File: src/rtl/reg_bus_arbiter_pkg.sv
// rtl/reg_bus_arbiter_pkg.sv - shared types, defaults and helpers for the register-bus arbiter
//
// Package common
//   arb_state_e      : arbiter FSM states
//   REG_ARB_TIMEOUT  : default number of WAIT cycles before an error response
//   rr_wrap()        : modulo-n wrap of (base + off), used by the round-robin search
package common;

    typedef enum logic [1:0] {
        IDLE  = 2'd0,
        ISSUE = 2'd1,
        WAIT  = 2'd2,
        RESP  = 2'd3
    } arb_state_e;

    localparam int REG_ARB_TIMEOUT = 8;

    // base < n and 1 <= off <= n, so a single subtraction is enough to wrap.
    function automatic int rr_wrap(input int base, input int off, input int n);
        int sum;
        sum = base + off;
        if (sum >= n) begin
            sum = sum - n;
        end
        return sum;
    endfunction

endpackage

File: src/rtl/reg_bus_arbiter_if.sv
// rtl/reg_bus_arbiter_if.sv - single-cycle-ack register bus between the arbiter and a register block
//
// Signals
//   req        : one-cycle bus request (master -> slave)
//   rd_wr      : 1 = read, 0 = write (master -> slave)
//   addr       : register address (master -> slave)
//   write_val  : write data (master -> slave)
//   ack        : completion strobe (slave -> master)
//   read_val   : read data, valid with ack (slave -> master)
interface reg_bus_arbiter_if #(
    parameter int ADDR_SIZE_P = 4,
    parameter int REG_SIZE_P  = 32
);

    logic                   req;
    logic                   rd_wr;
    logic [ADDR_SIZE_P-1:0] addr;
    logic [REG_SIZE_P-1:0]  write_val;
    logic                   ack;
    logic [REG_SIZE_P-1:0]  read_val;

    modport master (
        output req, rd_wr, addr, write_val,
        input  ack, read_val
    );

    modport slave (
        input  req, rd_wr, addr, write_val,
        output ack, read_val
    );

endinterface

File: src/rtl/reg_bus_arbiter_rr_arb_pick.sv
// rtl/reg_bus_arbiter_rr_arb_pick.sv - combinational round-robin requester selection
//
// Module rr_arb_pick
//   req_vec     in  NUM_REQ_P  request levels
//   last_grant  in  3          index of the previously granted requester
//   grant       out 3          selected requester index
//   grant_valid out 1          at least one request is pending
module rr_arb_pick
    import common::*;
#(
    parameter int NUM_REQ_P = 2
) (
    input  logic [NUM_REQ_P-1:0] req_vec,
    input  logic [2:0]           last_grant,
    output logic [2:0]           grant,
    output logic                 grant_valid
);

    // Scan from the farthest offset down to last_grant+1; the nearest pending
    // requester is written last and therefore wins. Offset NUM_REQ_P is the
    // last grant itself, so a lone requester can be served repeatedly.
    always_comb begin
        grant       = '0;
        grant_valid = 1'b0;
        for (int off = NUM_REQ_P; off >= 1; off--) begin
            for (int j = 0; j < NUM_REQ_P; j++) begin
                if (req_vec[j] && (j == rr_wrap(int'(last_grant), off, NUM_REQ_P))) begin
                    grant       = 3'(j);
                    grant_valid = 1'b1;
                end
            end
        end
    end

endmodule

File: src/rtl/reg_bus_arbiter.sv
// rtl/reg_bus_arbiter.sv - round-robin arbiter from N requesters onto one register bus
//
// Module reg_bus_arbiter
//   clk, reset_L   : rising-edge clock, asynchronous active-low reset
//   m_req          : per-requester request level, sampled only in IDLE
//   m_rd_wr        : per-requester direction (1 = read)
//   m_addr         : packed addresses, requester i at slice i
//   m_write_val    : packed write data, requester i at slice i
//   m_ack          : one-hot completion pulse (one cycle, in RESP)
//   m_err          : timeout flag, valid with m_ack
//   m_read_val     : shared read data, valid with m_ack
//   bus            : register bus master port
//   busy           : high whenever the FSM is not in IDLE
//   grant_id       : index of the current or last granted requester
module reg_bus_arbiter
    import common::*;
#(
    parameter int NUM_REQ_P   = 2,
    parameter int REG_SIZE_P  = 32,
    parameter int ADDR_SIZE_P = 4,
    parameter int TIMEOUT_P   = REG_ARB_TIMEOUT
) (
    input  logic                              clk,
    input  logic                              reset_L,
    input  logic [NUM_REQ_P-1:0]              m_req,
    input  logic [NUM_REQ_P-1:0]              m_rd_wr,
    input  logic [NUM_REQ_P*ADDR_SIZE_P-1:0]  m_addr,
    input  logic [NUM_REQ_P*REG_SIZE_P-1:0]   m_write_val,
    output logic [NUM_REQ_P-1:0]              m_ack,
    output logic [NUM_REQ_P-1:0]              m_err,
    output logic [REG_SIZE_P-1:0]             m_read_val,
    reg_bus_arbiter_if.master                 bus,
    output logic                              busy,
    output logic [2:0]                        grant_id
);

    arb_state_e             state_q,      state_d;
    logic [7:0]             cnt_q,        cnt_d;
    logic [2:0]             last_q,       last_d;
    logic [2:0]             grant_id_q,   grant_id_d;
    logic                   req_q,        req_d;
    logic                   rd_wr_q,      rd_wr_d;
    logic [ADDR_SIZE_P-1:0] addr_q,       addr_d;
    logic [REG_SIZE_P-1:0]  write_val_q,  write_val_d;
    logic [NUM_REQ_P-1:0]   m_ack_q,      m_ack_d;
    logic [NUM_REQ_P-1:0]   m_err_q,      m_err_d;
    logic [REG_SIZE_P-1:0]  m_read_val_q, m_read_val_d;
    logic                   busy_q,       busy_d;

    logic [2:0]             pick_id;
    logic                   pick_valid;
    logic [NUM_REQ_P-1:0]   grant_onehot;

    rr_arb_pick #(
        .NUM_REQ_P (NUM_REQ_P)
    ) u_pick (
        .req_vec     (m_req),
        .last_grant  (last_q),
        .grant       (pick_id),
        .grant_valid (pick_valid)
    );

    always_comb begin
        state_d      = state_q;
        cnt_d        = cnt_q;
        last_d       = last_q;
        grant_id_d   = grant_id_q;
        req_d        = 1'b0;
        rd_wr_d      = rd_wr_q;
        addr_d       = addr_q;
        write_val_d  = write_val_q;
        m_ack_d      = '0;
        m_err_d      = '0;
        m_read_val_d = m_read_val_q;
        busy_d       = busy_q;

        grant_onehot = '0;
        for (int i = 0; i < NUM_REQ_P; i++) begin
            grant_onehot[i] = (grant_id_q == 3'(i));
        end

        case (state_q)
            IDLE: begin
                if (pick_valid) begin
                    grant_id_d = pick_id;
                    last_d     = pick_id;
                    for (int i = 0; i < NUM_REQ_P; i++) begin
                        if (pick_id == 3'(i)) begin
                            rd_wr_d     = m_rd_wr[i];
                            addr_d      = m_addr[i*ADDR_SIZE_P +: ADDR_SIZE_P];
                            write_val_d = m_write_val[i*REG_SIZE_P +: REG_SIZE_P];
                        end
                    end
                    req_d   = 1'b1;
                    busy_d  = 1'b1;
                    state_d = ISSUE;
                end
            end

            ISSUE: begin
                cnt_d   = '0;
                state_d = WAIT;
            end

            WAIT: begin
                // ack is checked first so an ack in the last WAIT cycle wins.
                if (bus.ack) begin
                    m_read_val_d = bus.read_val;
                    m_ack_d      = grant_onehot;
                    state_d      = RESP;
                end else if (cnt_q == 8'(TIMEOUT_P - 1)) begin
                    m_read_val_d = '0;
                    m_ack_d      = grant_onehot;
                    m_err_d      = grant_onehot;
                    state_d      = RESP;
                end else begin
                    cnt_d = cnt_q + 8'd1;
                end
            end

            RESP: begin
                cnt_d   = '0;
                busy_d  = 1'b0;
                state_d = IDLE;
            end

            default: begin
                state_d = IDLE;
                busy_d  = 1'b0;
            end
        endcase
    end

    always_ff @(posedge clk or negedge reset_L) begin
        if (!reset_L) begin
            state_q      <= IDLE;
            cnt_q        <= '0;
            last_q       <= 3'(NUM_REQ_P - 1);
            grant_id_q   <= '0;
            req_q        <= 1'b0;
            rd_wr_q      <= 1'b0;
            addr_q       <= '0;
            write_val_q  <= '0;
            m_ack_q      <= '0;
            m_err_q      <= '0;
            m_read_val_q <= '0;
            busy_q       <= 1'b0;
        end else begin
            state_q      <= state_d;
            cnt_q        <= cnt_d;
            last_q       <= last_d;
            grant_id_q   <= grant_id_d;
            req_q        <= req_d;
            rd_wr_q      <= rd_wr_d;
            addr_q       <= addr_d;
            write_val_q  <= write_val_d;
            m_ack_q      <= m_ack_d;
            m_err_q      <= m_err_d;
            m_read_val_q <= m_read_val_d;
            busy_q       <= busy_d;
        end
    end

    assign bus.req       = req_q;
    assign bus.rd_wr     = rd_wr_q;
    assign bus.addr      = addr_q;
    assign bus.write_val = write_val_q;
    assign m_ack         = m_ack_q;
    assign m_err         = m_err_q;
    assign m_read_val    = m_read_val_q;
    assign busy          = busy_q;
    assign grant_id      = grant_id_q;

endmodule

File: src/flat_wrapper.sv
// flat-port wrapper written by rule: the top's interface ports become plain ports
module reg_bus_arbiter_flat import common::*;
#(
    parameter int NUM_REQ_P   = 2,
    parameter int REG_SIZE_P  = 32,
    parameter int ADDR_SIZE_P = 4,
    parameter int TIMEOUT_P   = REG_ARB_TIMEOUT
)
  (clk, reset_L, m_req, m_rd_wr, m_addr, m_write_val, m_ack, m_err, m_read_val, busy, grant_id, bus_req, bus_rd_wr, bus_addr, bus_write_val, bus_ack, bus_read_val);
  reg_bus_arbiter_if #(.ADDR_SIZE_P(ADDR_SIZE_P), .REG_SIZE_P(REG_SIZE_P)) bus_i ();
  input  logic clk;
  input  logic reset_L;
  input  logic [NUM_REQ_P-1:0] m_req;
  input  logic [NUM_REQ_P-1:0] m_rd_wr;
  input  logic [NUM_REQ_P*ADDR_SIZE_P-1:0] m_addr;
  input  logic [NUM_REQ_P*REG_SIZE_P-1:0] m_write_val;
  output logic [NUM_REQ_P-1:0] m_ack;
  output logic [NUM_REQ_P-1:0] m_err;
  output logic [REG_SIZE_P-1:0] m_read_val;
  output logic busy;
  output logic [2:0] grant_id;
  output wire logic [$bits(bus_i.req)-1:0] bus_req;
  output wire logic [$bits(bus_i.rd_wr)-1:0] bus_rd_wr;
  output wire logic [$bits(bus_i.addr)-1:0] bus_addr;
  output wire logic [$bits(bus_i.write_val)-1:0] bus_write_val;
  input wire logic [$bits(bus_i.ack)-1:0] bus_ack;
  input wire logic [$bits(bus_i.read_val)-1:0] bus_read_val;
  assign bus_req = bus_i.req;
  assign bus_rd_wr = bus_i.rd_wr;
  assign bus_addr = bus_i.addr;
  assign bus_write_val = bus_i.write_val;
  assign bus_i.ack = bus_ack;
  assign bus_i.read_val = bus_read_val;
  reg_bus_arbiter #(.NUM_REQ_P(NUM_REQ_P), .REG_SIZE_P(REG_SIZE_P), .ADDR_SIZE_P(ADDR_SIZE_P), .TIMEOUT_P(TIMEOUT_P)) u_core (.clk(clk), .reset_L(reset_L), .m_req(m_req), .m_rd_wr(m_rd_wr), .m_addr(m_addr), .m_write_val(m_write_val), .m_ack(m_ack), .m_err(m_err), .m_read_val(m_read_val), .bus(bus_i), .busy(busy), .grant_id(grant_id));
endmodule
File: config.mk
export PLATFORM = sky130hd
export DESIGN_NAME = reg_bus_arbiter_flat
export DESIGN_NICKNAME = d
export VERILOG_FILES = /design/src/rtl/reg_bus_arbiter_pkg.sv /design/src/rtl/reg_bus_arbiter_if.sv /design/src/rtl/reg_bus_arbiter_rr_arb_pick.sv /design/src/rtl/reg_bus_arbiter.sv /design/src/flat_wrapper.sv
export SDC_FILE = /design/constraint.sdc
export NUM_CORES = 1
export LEC_CHECK = 0
export CAP_MARGIN = 10
export CORE_UTILIZATION = 44
export DETAILED_ROUTE_END_ITERATION = 10
export GPL_ROUTABILITY_DRIVEN = 0
export GPL_TIMING_DRIVEN = 1
export PLACE_DENSITY = 0.87
export SLEW_MARGIN = 30
export SYNTH_ARGS = -nofsm -noshare
export SYNTH_HDL_FRONTEND = slang
export SYNTH_HIERARCHICAL = 1
export SYNTH_SLANG_ARGS = --single-unit
File: constraint.sdc
create_clock -name clk -period 9.7 [get_ports clk]
set_input_delay 0.97 -clock clk [delete_from_list [all_inputs] [get_ports clk]]
set_output_delay 0.97 -clock clk [all_outputs]
set_load 0.01 [all_outputs]
==> run summary, run 1 <==
The flow ran to the end, and the final reports show no timing, DRC or antenna violations. The critical path goes through ha_1, inv_1, ha_1, a21boi_2, or4b_4, a211o_1, o32ai_1, nand2b_1, buf_4, nor2_2, buf_4, o22ai_1, o21ai_0. Counting every instance in the synthesized netlist gives 373.

Summed over all failing endpoints, the final setup total negative slack is 0 ns. The combinational family with the most area after synthesis was compound AO/OA/AOI/OAI gates. TritonCTS built the clock tree.

For the number of CTS-inserted buffers, the log shows 9. Tracing the worst setup path back leads to its startpoint at u_core/last_q[1]. Detailed routing inserted a total of 3587 vias.

Entering global routing, the biggest net connects 80 pins. In the finished design, the share of the clock period the worst path needs comes to 36.6%. Averaged over all synthesized cells, the footprint is 10.7 um^2. The switching share of power was 34.9%; the count of final setup violators was 0. The number of global-route vias before repair was 3570; the vertical extent of the die was 97.3 um. The count of cells in the finished layout, fillers not included, comes to 663. The tools report the startpoint of the worst register-to-register path as u_core/last_q[1]. The starting utilization of the core area was 45.6%; the post-route antenna net violation count was 0. Leaving out fill and tap cells, the most frequent cell in the layout is sky130_fd_sc_hd__clkdlybuf4s50_1.

The run gives 0 as the initial antenna violation count. For the proportion of power drawn by combinational gates, the log shows 46.9%. The total inserted antenna cells is 0.

The area growth from synthesis to layout is 54.0%. Of the total synthesized cell area, the portion taken by AND, OR, NAND and NOR gates is 11.1%. The leakage power is 2.64 nW. The kind of start point of the critical path is a flip-flop.

For the clock sink count, the log shows 89. CTS built an H-tree with a depth of 3. The number of buffers and inverters on the critical path is 3.

Based on the critical path, the design can be clocked at up to 282 MHz. During I/O placement, the number of pins put on the boundary was 189. The portion of synthesized area spent on multiplexers is 0.846%.

The combined flip-flop and latch cell area is 2230 um^2. Summed over all layers, the routed wires come to 11.0 mm. The run gives 0.35 ns as the clock network latency to the later pin of the worst-skew pair. Summing all multi-input logic gate instances after layout gives 1610 um^2.

In this run the worst path has a maximum fanout of 38. Internal power comes to 0.00109 W. For this run, design rule violations remaining after detail routing come to 0. The tools report the share of the yosys chip area belonging to registers as 55.8%.

The kind of cell with the highest combined delay along the critical path is compound AO/OA/AOI/OAI gates. At the worst endpoint, the required time is 9.96 ns. Setup repair after global routing left no endpoint under its margin. The total half-perimeter wirelength after legalization and detailed placement came out at 8.11 mm.

The number of gates resized after CTS was 0. The logs give 2 for the clock tree buffer depth and 128 for the number of design-rule violations left by the first detailed-router iteration. The max-capacitance violation count is 0, and the number of buffers inserted to repair setup after CTS is 0.

The run gives 0 as the aggregate global routing overflow. For the portion of total power attributed to sequential cells, the log shows 36.3%. The overall die area was 9460 um^2; the clock tree skew after final layout was 0.0123 ns. The final-layout fill cell count was 635; the arithmetic-cell share of the synthesized area counting full adders, half adders and majority gates was 4.70%. After Yosys synthesis, XOR and XNOR cells account for 0.219% of the synthesized area. The worst path needs 3.55 ns of the cycle, external delays included. The Yosys step of the flow raised 6 warnings. Setup slack on the worst reg-to-reg path comes out at 6.15 ns. The flip-flop and latch count after synthesis works out to 89. The logs give 647 for the cell total after placement and 23.6% for the global router's overall resource usage. By startpoint and endpoint, the worst setup path is classified as reg2reg. The arrival time at the worst endpoint is 3.81 ns, and the first-pass GRT wire length is 17.8 mm. For the switching component of the power, the log shows 0.000585 W.

The first-pass iteration count of the detailed router is 4, and the clock share of power is 16.8%. Summing the areas of all compound-gate instances in the mapped netlist gives 23.2% of the synthesized area. For this design, the CTS-stage hold fixing added 0 buffers. The die boundary width came out at 97.3 um. The root buffer cell chosen for the clock tree is sky130_fd_sc_hd__clkbuf_8.

The region available for standard cell placement spans 8760 um^2. The logs give 0 for the number of hold violations in the final report and 3990 um^2 for the cell area after synthesis. In this run the power density over the cells is 273 nW/um^2.

Routed via count divided by cell count: 5.41. Class of the tightest hold or removal check: in2async. The fraction of layout cells with a size suffix above 1 is 6.31%. The floorplan has 34 rows. The routed wirelength normalized by instance count is 16.5 um, and the count of cell types in the netlist is 49. After clock tree synthesis, the clock-pin slew on the worst setup and hold paths is 0.09 ns.

The logs give 676 for the number of nets at the end of the flow and 150 uV for the maximum resistive drop on vdd. For the number of pins exceeding their max-slew limit in the final report, the log shows 0. During placement, the flow inserted port buffers numbering 188.

The worst-case headroom to the max-slew limit is 53.0%, and the critical path's largest stage delay is 0.57 ns. For the pin with the worst max-slew slack, the measured transition is 0.705 ns. STA classifies the critical path endpoint as a flip-flop. The standard cell with the maximum stage delay on the critical path was sky130_fd_sc_hd__dfrtp_1. The top cell types in the final layout, fill and taps aside, are 187 x sky130_fd_sc_hd__clkdlybuf4s50_1, 88 x sky130_fd_sc_hd__dfrtp_1, 52 x sky130_fd_sc_hd__nand2_1.
cells by family after synthesis:
group           Yosys count
compound gates          139
xor+xnor                  1
fa+ha+maj                15
buf+inv                  36
flops                    89
mux                       3
other cells               1
simple gates             89
cell usage after synthesis (all sizes together):
master,n,area [um^2]
nand2b,3,18.8
or4b,2,23.8
xnor2,1,8.76
a22o,32,280
nor2,8,32.5
or4,1,7.51
dfstp,1,26.3
clkbuf,16,60.1
buf,11,67.6
a21o,2,15.0
nand3,4,20.0
nor3b,1,7.51
and3,3,18.8
mux2,3,33.8
nand3b,2,18.8
or3b,1,8.76
a31oi,3,18.8
inv,9,33.8
o32ai,1,8.76
o31ai,4,30.0
dfrtp,88,2200
o22ai,37,231
o31a,1,8.76
ha,15,188
a211o,2,17.5
o32a,1,10.0
a21boi,2,18.8
conb,1,3.75
o21ai,50,254
or3,1,6.26
nor2b,4,25.0
nand4bb,1,11.3
nor4,3,31.3
or2,1,6.26
nand2,52,195
a221o,1,10.0
and2,2,12.5
a21oi,2,13.8
o211ai,1,7.51
area by class of cell:
class                           count  share of cell area (%)
Tap cell                          108                    2.20
Multi-Input combinational cell    249                    26.2
Sequential cell                    89                    36.3
Timing Repair Buffer              192                    31.1
Clock buffer                        9                    2.02
Clock inverter                      7                    1.63
Inverter                            9                   0.550
state kept, by name (all words and copies together), names as in the netlist:
register              count
u_core/bus.addr           4
u_core/bus.rd_wr          1
u_core/bus.req            1
u_core/bus.write_val     32
u_core/busy               1
u_core/cnt_q              8
u_core/grant_id           1
u_core/last_q             3
u_core/m_ack              2
u_core/m_err              2
u_core/m_read_val        32
u_core/state_q            2
stage by stage:
stage	hold slack (ns)	power (W)	util (%)	worst slack, ns	instance area [um^2]
6_report	0.434	0.00168	70.1	6.15	6150
5_1_grt	0.411	0.00179	70.1	5.87	6150
4_1_cts	0.417	0.00169	70.1	5.94	6140
3_5_place_dp	0.470	0.00140	67.5	5.95	5920
3_3_place_gp	0.460	0.00137	67.5	6.12	5910
2_1_floorplan	0.466	0.00100	-	6.63	4000
worst paths after layout:
check,endpoint,cells after the start
hold / removal,u_core/m_read_val[24],1
setup / recovery,u_core/bus.write_val[27],13
setup reg to reg,u_core/bus.write_val[27],13
hold reg to reg,u_core/bus.write_val[28],2
min in group clk,u_core/bus.write_val[28],2
max in group asynchronous,u_core/bus.write_val[13],2
power by group through the flow:
stage	sequential, W	combinational (W)	clock, W
floorplan	0.000658	0.000346	0
global placement	0.000607	0.000759	0
detailed placement	0.000612	0.000787	0
CTS	0.000608	0.000788	0.000290
global route	0.000629	0.000852	0.000305
finish	0.000608	0.000785	0.000282
layer usage:
layer  part of all wire (%)  global-route usage, %
met3                    8.8                   6.83
met4                    1.7                   8.14
met1                     40                   28.5
met5                      0                      0
met2                     50                   40.4
(Power assumes the default switching activity.)
==> run 2, diff against run 1 <==
--- a/config.mk
+++ b/config.mk
@@ -6,11 +6,11 @@
 export NUM_CORES = 1
 export LEC_CHECK = 0
 export CAP_MARGIN = 10
-export CORE_UTILIZATION = 44
+export CORE_UTILIZATION = 41
 export DETAILED_ROUTE_END_ITERATION = 10
 export GPL_ROUTABILITY_DRIVEN = 0
 export GPL_TIMING_DRIVEN = 1
-export PLACE_DENSITY = 0.87
+export PLACE_DENSITY = 0.82
 export SLEW_MARGIN = 30
 export SYNTH_ARGS = -nofsm -noshare
 export SYNTH_HDL_FRONTEND = slang
==> constraint.sdc (replaced) <==
create_clock -name clk -period 3.72 [get_ports clk]
set_input_delay 0.372 -clock clk [delete_from_list [all_inputs] [get_ports clk]]
set_output_delay 0.372 -clock clk [all_outputs]
set_load 0.01 [all_outputs]
==> run summary, run 2 (same netlist as run 1, synthesis figures left out) <==
The final-layout fill cell count is 740 (+17%), and the number of nets at the end of the flow is 676 (unchanged). The clock tree skew after final layout is 0.0105 ns (-0.00175 ns). The maximum net fanout on the critical path was 74 (+95%). The cell area after layout is 6150 um^2 (about the same), and the initial antenna violation count is 0 (unchanged). Cell total after placement: 668 (+3.2%). The power per cell area came out at 700 nW/um^2 (+160%).

For the number of pins exceeding their max-slew limit in the final report, the log shows 0 (unchanged). The max-capacitance violation count was 0 (unchanged); the first-pass GRT wire length was 17.6 mm (-1.0%). The worst hold slack is 0.0569 ns (-0.378 ns). Number of CTS-inserted buffers: 9 (unchanged).

The clock sink count was 89 (unchanged); the setup slack after layout was 0.209 ns (-5.94 ns). The overall die area was 10100 um^2 (+7.2%). TritonCTS built the clock tree. Number of remaining DRC errors: 0 (unchanged). Class of the tightest hold or removal check: in2async. For the post-route antenna net violation count, the log shows 0 (unchanged). The run finished with clean final reports.

The count of final setup violators is 0 (unchanged). The run gives 285 MHz (+1.0%) as the fmax. The worst-case headroom to the max-slew limit came out at 46.5% (-6.5 points).

The pin count of the biggest net entering global routing is 90 (+13%), and the number of buffers inserted to repair setup after CTS is 0 (unchanged). The total inserted antenna cells came out at 0 (unchanged). The number of buffers inserted by port buffering works out to 188 (unchanged). The tools report the cell area reported after detailed placement as 5950 um^2 (+0.51%). The run gives 35 (+2.9%) as the placement row count.

The routed via count divided by cell count was 5.28 (-2.4%). The die boundary width was 101 um (+3.5%); the arrival time at the worst endpoint was 3.72 ns (-0.09 ns). The most common library cell in the layout ignoring fill and taps was sky130_fd_sc_hd__clkdlybuf4s50_1. The clock tree buffer depth was 2 (unchanged); the starting utilization of the core area was 42.8% (-2.8 points). Final critical path time including I/O delays and setup: 3.51 ns (-0.0365 ns). The run gives 3610 (+1.1%) as the number of global-route vias before repair. The clock transition at the register clock pins on the worst setup and hold paths after CTS was 0.09 ns (about the same).

The maximum resistive drop on vdd came out at 415 uV (+180%). Final worst-path cycle share: 94.4% (+58 points). The post-route setup TNS was 0 ns (unchanged). By startpoint and endpoint, the worst setup path is classified as reg2reg.

The routed wirelength normalized by instance count works out to 16.5 um (-0.45%). Leaving out fill and tap cells, the most frequent cells in the layout are 187 x sky130_fd_sc_hd__clkdlybuf4s50_1, 87 x sky130_fd_sc_hd__dfrtp_1, 52 x sky130_fd_sc_hd__nand2_1. The leakage power came out at 2.63 nW (-0.50%). The transition at the pin with the smallest max-transition slack is 0.803 ns (+0.0974 ns). The total number of H-tree levels came out at 3 (unchanged). The worst setup path is launched from a flip-flop. The tools report the core area as 9330 um^2 (+6.4%).

Tracing the worst setup path back leads to its startpoint at u_core/last_q[2]. The number of top-level pins came out at 189 (unchanged). The area added between synthesis and finish works out to 53.9% (about the same).

Setup repair after global routing left no endpoint under its margin. The global router's overall resource usage is 22.3% (-1.3 points). The tools report the root buffer cell as sky130_fd_sc_hd__clkbuf_8. Final non-filler cell total: 684 (+3.2%).

The tools report the clock network latency to the later pin of the worst-skew pair as 0.35 ns (about the same). The tools report the startpoint of the worst register-to-register path as u_core/last_q[2]. The total half-perimeter wirelength after legalization and detailed placement was 8.23 mm (+1.6%); the number of design-rule violations left by the first detailed-router iteration was 85 (-34%). The logs give 0.232 ns (-5.71 ns) for the placement-stage worst setup slack and 0 (unchanged) for the aggregate global routing overflow. The tools report the first-pass iteration count of the detailed router as 4 (unchanged). The tools report the capturing element type of the critical path as a flip-flop.

The post-detailed-routing wire length is 11.3 mm (+2.7%), and the number of hold violations in the final report is 0 (unchanged). The vertical extent of the die is 101 um (+3.5%). The total number of vias is 3612 (+0.70%), and the endpoint required time on the critical path is 3.93 ns (-6.03 ns). The fraction of layout cells with a size suffix above 1 was 6.49% (+0.18 points).
run 2: changes by cell type in the layout (fill, tap and decap cells not counted):
cell,change
sky130_fd_sc_hd__inv_6,+1
sky130_fd_sc_hd__dfrtp_1,-1
sky130_fd_sc_hd__bufinv_16,-1
sky130_fd_sc_hd__dfrtp_2,+1
sky130_fd_sc_hd__clkinv_2,+1
sky130_fd_sc_hd__or3_4,-1
sky130_fd_sc_hd__or3_2,+1
sky130_fd_sc_hd__clkinv_4,-1
run 2: what timing repair did:
action | in CTS | in global routing
hold endpoints to repair | 0 | 0
setup endpoints to repair | 0 | 29
resized for setup | 0 | 1
hold buffers | 0 | 0
run 2: final timing paths:
path / end / slack, ns / cells after the start
worst max-delay path: u_core/bus.addr[3] / 0.21 / 12
worst min-delay path: u_core/m_read_val[31] / 0.06 / 1
worst max register to register: u_core/bus.addr[3] / 0.21 / 12
worst min register to register: u_core/bus.write_val[13] / 0.49 / 2
max in group asynchronous: u_core/bus.write_val[13] / 3.09 / 1
min in group clk: u_core/bus.write_val[13] / 0.49 / 2
run 2: per-stage QoR:
stage          total power [W]  util [%]
6_report               0.00430      65.9
5_1_grt                0.00460      65.9
4_1_cts                0.00433      65.9
3_5_place_dp           0.00365      63.7
3_3_place_gp           0.00357      63.7
2_1_floorplan          0.00262         -
run 2: per-layer routing:
layer	track usage (%)	part of all wire [%]
met1	27.0	41
met2	38.3	49
met3	5.96	8.4
met4	8.03	2.1
met5	0	0
run 2: area by class of cell:
type	count	area [um^2]	share of cell area (%)
sequential	89	2230	36.3
timing repair buffer	192	1910	31.1
multi-input combinational	249	1610	26.2
tap	129	161	2.63
clock buffer	9	124	2.02
clock inverter	7	75.1	1.22
inverter	9	33.8	0.550
run 2: worst max-delay path, cell delays in order, from the launching register on:
cell	delay, ns
sky130_fd_sc_hd__dfrtp_1	0.53
sky130_fd_sc_hd__ha_1	0.27
sky130_fd_sc_hd__inv_1	0.07
sky130_fd_sc_hd__ha_1	0.18
sky130_fd_sc_hd__a21boi_2	0.15
sky130_fd_sc_hd__or4b_4	0.52
sky130_fd_sc_hd__a221o_1	0.33
sky130_fd_sc_hd__nand2_1	0.10
sky130_fd_sc_hd__nand2_1	0.17
sky130_fd_sc_hd__or3_2	0.44
sky130_fd_sc_hd__buf_4	0.32
sky130_fd_sc_hd__nand2_1	0.17
sky130_fd_sc_hd__o21ai_1	0.09
run 2: report_power, final:
part	internal [W]	total, W	switching, W
logic	0.00112	0.00205	0.000924
clock network	0.000318	0.000672	0.000354
registers	0.00133	0.00158	0.000250
